===== config.mk =====
export PLATFORM = sky130hd
export DESIGN_NAME = stream_arb2_flat
export DESIGN_NICKNAME = d
export VERILOG_FILES = /design/src/rtl/stream_arb2_if.sv /design/src/rtl/stream_arb2.sv /design/src/flat_wrapper.sv
export SDC_FILE = /design/constraint.sdc
export NUM_CORES = 1
export LEC_CHECK = 0
export ABC_AREA = 1
export BUFFER_PORTS_ARGS = -buffer_cell sky130_fd_sc_hd__buf_2
export CAP_MARGIN = 5
export CELL_PAD_IN_SITES_DETAIL_PLACEMENT = 0
export CELL_PAD_IN_SITES_GLOBAL_PLACEMENT = 1
export CORE_MARGIN = 5
export CORE_UTILIZATION = 25
export CTS_BUF_LIST = sky130_fd_sc_hd__clkbuf_2 sky130_fd_sc_hd__clkbuf_4 sky130_fd_sc_hd__clkbuf_8
export DETAILED_ROUTE_END_ITERATION = 16
export HOLD_SLACK_MARGIN = 0.02
export PLACE_DENSITY = 0.65
export SKIP_CTS_REPAIR_TIMING = 1
export SLEW_MARGIN = 20
export SYNTH_ARGS = -nofsm -noshare
export SYNTH_HDL_FRONTEND = slang
export SYNTH_SLANG_ARGS = --single-unit

===== constraint.sdc =====
create_clock -name clk -period 2.5 [get_ports clk]
set_input_delay 0.375 -clock clk [delete_from_list [all_inputs] [get_ports clk]]
set_output_delay 0.375 -clock clk [all_outputs]
set_load 0.005 [all_outputs]

===== src/rtl/stream_arb2_if.sv =====
// ============================================================================
// Module   : stream_arb2_if
// Brief    : Valid/ready bundle between two sources, the arbiter and consumer.
//            Optional last signals exist only with STREAM_ARB2_LOCK_EN.
// Revision : 1.0 - initial release
// ============================================================================
`default_nettype none

interface stream_arb2_if #(
    parameter int DATA_W = 8
);
    logic              a_valid;
    logic [DATA_W-1:0] a_data;
    logic              a_ready;
    logic              b_valid;
    logic [DATA_W-1:0] b_data;
    logic              b_ready;
    logic              sel;
    logic              y_valid;
    logic [DATA_W-1:0] y_data;
    logic              y_src;
    logic              y_ready;
`ifdef STREAM_ARB2_LOCK_EN
    logic              a_last;
    logic              b_last;
    logic              y_last;
`endif

    // Environment side: drives both sources and the consumer ready.
    modport master (
`ifdef STREAM_ARB2_LOCK_EN
        output a_last, b_last,
        input  y_last,
`endif
        output a_valid, a_data, b_valid, b_data, y_ready,
        input  a_ready, b_ready, sel, y_valid, y_data, y_src
    );

    // Arbiter side.
    modport slave (
`ifdef STREAM_ARB2_LOCK_EN
        input  a_last, b_last,
        output y_last,
`endif
        input  a_valid, a_data, b_valid, b_data, y_ready,
        output a_ready, b_ready, sel, y_valid, y_data, y_src
    );
endinterface

`default_nettype wire


===== src/rtl/stream_arb2.sv =====
// ============================================================================
// Module   : stream_arb2
// Brief    : Two-input round-robin valid/ready arbiter with output register.
//            Define STREAM_ARB2_LOCK_EN to hold a grant until the packet's last.
// Revision : 1.0 - initial release
// ============================================================================
`default_nettype none

module stream_arb2 #(
    parameter int DATA_W = 8
) (
    input  wire logic   clk,
    input  wire logic   rst_n,
    stream_arb2_if.slave bus
);

    logic              r_y_valid;
    logic [DATA_W-1:0] r_y_data;
    logic              r_y_src;
    logic              r_last_grant;
    logic              r_sel;

    logic              w_rr_sel;
    logic              w_sel;
    logic              w_load_en;
    logic              w_a_ready;
    logic              w_b_ready;
    logic              w_xfer;

    // Round-robin pick; with no requester the select line is left where it was.
    always_comb begin
        w_rr_sel = r_sel;
        case ({bus.a_valid, bus.b_valid})
            2'b10:   w_rr_sel = 1'b0;
            2'b01:   w_rr_sel = 1'b1;
            2'b11:   w_rr_sel = ~r_last_grant;
            default: w_rr_sel = r_sel;
        endcase
    end

`ifdef STREAM_ARB2_LOCK_EN
    typedef enum logic [1:0] {
        IDLE   = 2'd0,
        LOCK_A = 2'd1,
        LOCK_B = 2'd2
    } state_t;

    state_t r_state;
    state_t w_state_nxt;
    logic   r_y_last;
    logic   w_last;

    assign w_last = w_sel ? bus.b_last : bus.a_last;

    always_ff @(posedge clk or negedge rst_n) begin
        if (!rst_n) begin
            r_state <= IDLE;
        end else begin
            r_state <= w_state_nxt;
        end
    end

    always_comb begin
        w_state_nxt = r_state;
        w_sel       = w_rr_sel;
        case (r_state)
            IDLE: begin
                if (w_xfer && !w_last) begin
                    w_state_nxt = w_sel ? LOCK_B : LOCK_A;
                end
            end
            LOCK_A: begin
                w_sel = 1'b0;
                if (w_xfer && w_last) begin
                    w_state_nxt = IDLE;
                end
            end
            LOCK_B: begin
                w_sel = 1'b1;
                if (w_xfer && w_last) begin
                    w_state_nxt = IDLE;
                end
            end
            default: begin
                w_state_nxt = IDLE;
            end
        endcase
    end

    always_ff @(posedge clk or negedge rst_n) begin
        if (!rst_n) begin
            r_y_last <= 1'b0;
        end else if (w_xfer) begin
            r_y_last <= w_last;
        end
    end

    assign bus.y_last = r_y_last;
`else
    assign w_sel = w_rr_sel;
`endif

    // Readies are gated by rst_n so nothing is accepted while reset is held.
    assign w_load_en = ~r_y_valid | bus.y_ready;
    assign w_a_ready = rst_n & w_load_en & ~w_sel;
    assign w_b_ready = rst_n & w_load_en &  w_sel;
    assign w_xfer    = (bus.a_valid & w_a_ready) | (bus.b_valid & w_b_ready);

    always_ff @(posedge clk or negedge rst_n) begin
        if (!rst_n) begin
            r_y_valid    <= 1'b0;
            r_y_data     <= '0;
            r_y_src      <= 1'b0;
            r_last_grant <= 1'b1;
            r_sel        <= 1'b0;
        end else begin
            r_sel <= w_sel;
            if (w_xfer) begin
                r_y_valid    <= 1'b1;
                r_y_data     <= w_sel ? bus.b_data : bus.a_data;
                r_y_src      <= w_sel;
                r_last_grant <= w_sel;
            end else if (bus.y_ready) begin
                r_y_valid <= 1'b0;
            end
        end
    end

    assign bus.a_ready = w_a_ready;
    assign bus.b_ready = w_b_ready;
    assign bus.sel     = w_sel;
    assign bus.y_valid = r_y_valid;
    assign bus.y_data  = r_y_data;
    assign bus.y_src   = r_y_src;

endmodule

`default_nettype wire


===== src/flat_wrapper.sv =====
// flat-port wrapper written by rule: the top's interface ports become plain ports
module stream_arb2_flat 
#(
    parameter int DATA_W = 8
)
  (clk, rst_n, bus_a_valid, bus_a_data, bus_b_valid, bus_b_data, bus_y_ready, bus_a_ready, bus_b_ready, bus_sel, bus_y_valid, bus_y_data, bus_y_src);
  stream_arb2_if #(.DATA_W(DATA_W)) bus_i ();
  input  wire logic clk;
  input  wire logic rst_n;
  input wire logic [$bits(bus_i.a_valid)-1:0] bus_a_valid;
  input wire logic [$bits(bus_i.a_data)-1:0] bus_a_data;
  input wire logic [$bits(bus_i.b_valid)-1:0] bus_b_valid;
  input wire logic [$bits(bus_i.b_data)-1:0] bus_b_data;
  input wire logic [$bits(bus_i.y_ready)-1:0] bus_y_ready;
  output wire logic [$bits(bus_i.a_ready)-1:0] bus_a_ready;
  output wire logic [$bits(bus_i.b_ready)-1:0] bus_b_ready;
  output wire logic [$bits(bus_i.sel)-1:0] bus_sel;
  output wire logic [$bits(bus_i.y_valid)-1:0] bus_y_valid;
  output wire logic [$bits(bus_i.y_data)-1:0] bus_y_data;
  output wire logic [$bits(bus_i.y_src)-1:0] bus_y_src;
  assign bus_i.a_valid = bus_a_valid;
  assign bus_i.a_data = bus_a_data;
  assign bus_i.b_valid = bus_b_valid;
  assign bus_i.b_data = bus_b_data;
  assign bus_i.y_ready = bus_y_ready;
  assign bus_a_ready = bus_i.a_ready;
  assign bus_b_ready = bus_i.b_ready;
  assign bus_sel = bus_i.sel;
  assign bus_y_valid = bus_i.y_valid;
  assign bus_y_data = bus_i.y_data;
  assign bus_y_src = bus_i.y_src;
  stream_arb2 #(.DATA_W(DATA_W)) u_core (.clk(clk), .rst_n(rst_n), .bus(bus_i));
endmodule

; Yosys cells after proc, flatten, opt, wreduce, memory -nomap -nowiden
; Index checks and enable logic that the tools add are counted.
[op_classes]
add_sub_neg = 0
order_cmp = 0
div = 0
shift = 0
n_eq_ne = 3
n_mul = 0
muxes = 4
reduce_logical = 1
n_bitwise = 10
[ops]
columns = operator, n
row1 = 8-bit 2-to-1 mux, 1
row2 = 1-bit bitwise AND, 5
row3 = 2-bit == test (second input constant), 2
row4 = 1-bit inverter, 3
row5 = 1-bit one-hot mux with 3 select lines, 1
row6 = 2-bit by 1-bit == test with 1-bit output (second input constant), 1
row7 = 1-bit 2-to-1 mux, 2
row8 = 1-bit OR, 2
row9 = 2-bit nonzero test, 1
[totals]
ramBits = 0
reg_bits = 12
memories = 0
out_inout_bits = 13
latchBits = 0
romBits = 0

; Logic depth before layout (Yosys ltp)
[logic_depth]
ltp_word = 7
mapped_depth = 9

; Worst setup path after synthesis
; No wires, ideal clock.
[synth_path]
path_kind = register -> output
startpoint = reg u_core.r_last_grant
endpoint = out bus_a_ready
stages_incl_launch_ff = 6
required_time_ps = 2125
t_arrival_ps = 945
slack_ps = 1180
n_path_buf = 1
path_cell_list = dfstp_2 inv_1 nand2_1 nand2_2 buf_6 nor2_1
[synth_via]
elab_chain_len = 4
[synth_rtl]
columns = item, line
row1 = from (decl), stream_arb2.sv:20  ; logic r_last_grant;
row2 = from (signal assigned), stream_arb2.sv:122  ; r_last_grant <= w_sel;
row3 = 1-bit inverter, stream_arb2.sv:36  ; 2'b11: w_rr_sel = ~r_last_grant;
row4 = 1-bit one-hot mux with 3 select lines, stream_arb2.sv:33  ; case ({bus.a_valid, bus.b_valid})
row5 = net bus_sel, flat_wrapper.sv:17  ; output wire logic [$bits(bus_i.sel)-1:0] bus_sel;
row6 = 1-bit inverter, stream_arb2.sv:105  ; assign w_a_ready = rst_n & w_load_en & ~w_sel;
row7 = 1-bit bitwise AND, stream_arb2.sv:105
row8 = to (decl), flat_wrapper.sv:15  ; output wire logic [$bits(bus_i.a_ready)-1:0] bus_a_ready;
; The timed path passes the listed nets, and every way through them passes these cells.

; Worst setup path in the final report
[layout_path]
startpoint = in rst_n
endpoint = out bus_b_ready
[layout_via]
elab_chain_len = 2
[layout_rtl]
columns = item, line
row1 = from (decl), flat_wrapper.sv:9  ; input wire logic rst_n;
row2 = 1-bit bitwise AND (2 in series), stream_arb2.sv:106  ; assign w_b_ready = rst_n & w_load_en & w_sel;
row3 = to (decl), flat_wrapper.sv:16  ; output wire logic [$bits(bus_i.b_ready)-1:0] bus_b_ready;
; No other way between the ends.

==> out/qor.yml <==
crit-reg2reg-launch: "u_core.r_last_grant$_DFFE_PN1P_"
first_global_vias: 628
globalRouteOverflowTotal: 0
fraction_of_final_layout_cells_sized_beyond_drive_strength_1_pct: 43.4
synth.avg_cell_area_sq_um: 7.92
timing.setup.critical_path_class: "in -> out"
port_buffers: 33
critical_path_peak_fanout: 13
most_common_library_cells_after_synthesis: "sky130_fd_sc_hd__nand2_1 (47), sky130_fd_sc_hd__dfrtp_1 (11), sky130_fd_sc_hd__nand3_2 (9)"
min_path_type: "in -> reg"
gp_congestion: 0.727
synth_xor_area_share_pct: 0
end_kind: "output pin"
timing.hold.ws_ns: 0.391
drt_first_pass_iters: 4
hold_violations: 0
grt_start_max_net_pins: 14
finClkSkew_ns: 0.00995
clockBufferDepth: 2
total_die_area_sq_um: 3910
power.static_leakage_uw: 0.000548
netlist_area_sq_um: 689
muxShareOfSynthArea_pct: 0
num_antenna_cells: 0
cts-buffers-inserted: 3
io_pins: 34
setup_viol_count_final: 0
rsz0062_at_grt: "no"
clk_latency_ns: 0.27
synth_edf_count: 0
fp.dieH_microns: 62.5
period_share_pct: 85.4
postRouteAntennaNets: 0
clkTransAtPathRegs_ns: 0.08
yosys-top-cells-area: "sky130_fd_sc_hd__dfrtp_1 (40%), sky130_fd_sc_hd__nand2_1 (26%), sky130_fd_sc_hd__nand3_2 (13%), sky130_fd_sc_hd__buf_6 (4.9%), sky130_fd_sc_hd__dfstp_2 (3.8%)"
fin_tns_setup_ns: 0
startpoint_type: "input port"
wl_per_cell_microns: 10.5
cp_slowest_stage_delay_ns: 0.53
coreArea_sq_um: 2710
timing_max_transition_violations_final: 0
drt_iter0_markers: 8
timing.slew.headroom_pct: 78.1
synthAdderAreaFrac_pct: 0
ys_warn_count: 0
synth-async-reset-ratio_pct: 100
detail_route.drc_violations: 0
cts_max_level: 1
critical_path.cell_chain: "dlygate4sd3_1 -> buf_2 -> a21boi_2 -> inv_1 -> nor2_1 -> buf_2"
dp_hpwl_mm: 1.30
synth_top_flop_cell: "sky130_fd_sc_hd__dfrtp_1"
maxCapViolCount: 0
vias_after_detailed_routing: 633
synth_largest_area_cell: "sky130_fd_sc_hd__dfrtp_1"
die_x_microns: 62.5
crit_slowest_cell: "sky130_fd_sc_hd__dlygate4sd3_1"
max_slew.worst_pin.slew_ns: 0.328
synth_cells: 87
timing.rr.end: "u_core.bus.y_data[6]$_DFFE_PN0P_"
area_growth_syn_to_layout_pct: 30.5
synth_top_cell_area_share_pct: 39.9
worst-r2r-setup-slack_ns: 0.91
ys_types: 11
worst_setup_path_endpoint: "bus_b_ready"
synth_seq_area_share_pct: 43.7
nets: 144
reg2regPathDepth: 8
drt-vias-per-instance: 4.14
routed_wire_length_mm: 1.60
status: "completed"
timing.fmax_mhz: 469
grt_antenna_before_repair: 0
cts_num_sinks: 12
power_density_nw_per_um2: 769
floorplan.initialDensity_pct: 25.4
synth-simple-area-share_pct: 46.5
synth-compound-area-share_pct: 1.63
critical_path_required_ns: 2.12
clockRootBuffer: "sky130_fd_sc_hd__clkbuf_4"
cpMostUsedCell: "sky130_fd_sc_hd__buf_2"
ir_worst_vdd_v: 0.000242
clock_tree_from_tritoncts: "done"
yosys.cell_count.top_type: "sky130_fd_sc_hd__nand2_1"
grt_first_pass_wirelength_mm: 2.84
period_needed_ns: 2.13
synth_top_family_by_area: "simple AND/OR/NAND/NOR gates"
yosys_register_bits: 12
cp.arrival_ns: 1.76
core.rowCount: 19
mappedNetlistNets: 108
grtUsageTotal_pct: 8.64
timing.critical_path.from: "rst_n"
[critical path: cells and delay by family]
family	cells	cell delay, ns
and+or+nand+nor	1	0.09
AOI/OAI and AO/OA	1	0.29
buffers and inverters	4	1.01
[cells by family (layout without fill, tap and decap cells)]
family / Yosys count / count (layout)
flops: 12 / 12
buf+inv: 9 / 44
compound gates: 1 / 1
simple gates: 65 / 65
[final cells by class]
type,instances,area [sq um]
multi-input combinational,66,332
inverter,6,22.5
sequential,12,302
fill,311,1810
tap,31,38.8
timing repair buffer,34,175
clock buffer,4,30.0
[worst min path at each step]
| stage | from | to | slack, ns | depth (start not counted) |
|---|---|---|---|---|
| 2_1_floorplan | rst_n | u_core.bus.y_data[0]$_DFFE_PN0P_ | 0.08 | 0 |
| 3_3_place_gp | rst_n | u_core.bus.y_src$_DFFE_PN0P_ | 0.26 | 1 |
| 3_5_place_dp | rst_n | u_core.bus.y_src$_DFFE_PN0P_ | 0.26 | 1 |
| 4_1_cts | rst_n | u_core.bus.y_src$_DFFE_PN0P_ | -0.03 | 1 |
| 5_1_grt | bus_y_ready | u_core.bus.y_valid$_DFFE_PN0P_ | 0.41 | 4 |
| 6_report | bus_b_data[7] | u_core.bus.y_data[7]$_DFFE_PN0P_ | 0.39 | 5 |
[through the flow]
step	instances	area, sq um	util (%)	setup slack [ns]	total power (uW)
finish	153	900	33.2	0.366	692
global route	153	900	33.2	0.196	758
floorplan	87	689	-	1.18	466
CTS	152	890	32.8	0.753	704
detailed placement	148	860	31.7	0.794	573
global placement	148	860	31.7	0.812	569
[report_power, final]
| group | leakage [uW] | switching (uW) | internal, uW |
|---|---|---|---|
| registers | 0.000146 | 44.1 | 265 |
| clock network | 0.0000184 | 58.6 | 72.4 |
| logic | 0.000384 | 133 | 119 |
[sequential cells by signal, summed over array words and instances, names as in the netlist]
register             cells
u_core.bus.y_data        8
u_core.bus.y_src         1
u_core.bus.y_valid       1
u_core.r_last_grant      1
u_core.r_sel             1
[layer usage]
layer,vias to the layer above,track usage (%),wire length [microns]
li1,338,-,-
met1,277,10.4,698
met2,16,14.5,804
met3,2,1.44,78
met4,0,4.77,21
met5,-,0,0
[cells in the final DEF, fill, tap and decap left out]
master                           n
sky130_fd_sc_hd__nor2_1          2
sky130_fd_sc_hd__nand2_4         1
sky130_fd_sc_hd__dfrtp_1        11
sky130_fd_sc_hd__nand3_1         2
sky130_fd_sc_hd__nand2_2         4
sky130_fd_sc_hd__buf_2          33
sky130_fd_sc_hd__a21boi_2        1
sky130_fd_sc_hd__nand3_2         9
sky130_fd_sc_hd__inv_1           6
sky130_fd_sc_hd__clkbuf_4        4
sky130_fd_sc_hd__nand2_1        47
sky130_fd_sc_hd__dlygate4sd3_1   1
sky130_fd_sc_hd__dfstp_2         1
Power figures use the tool's default switching activity.
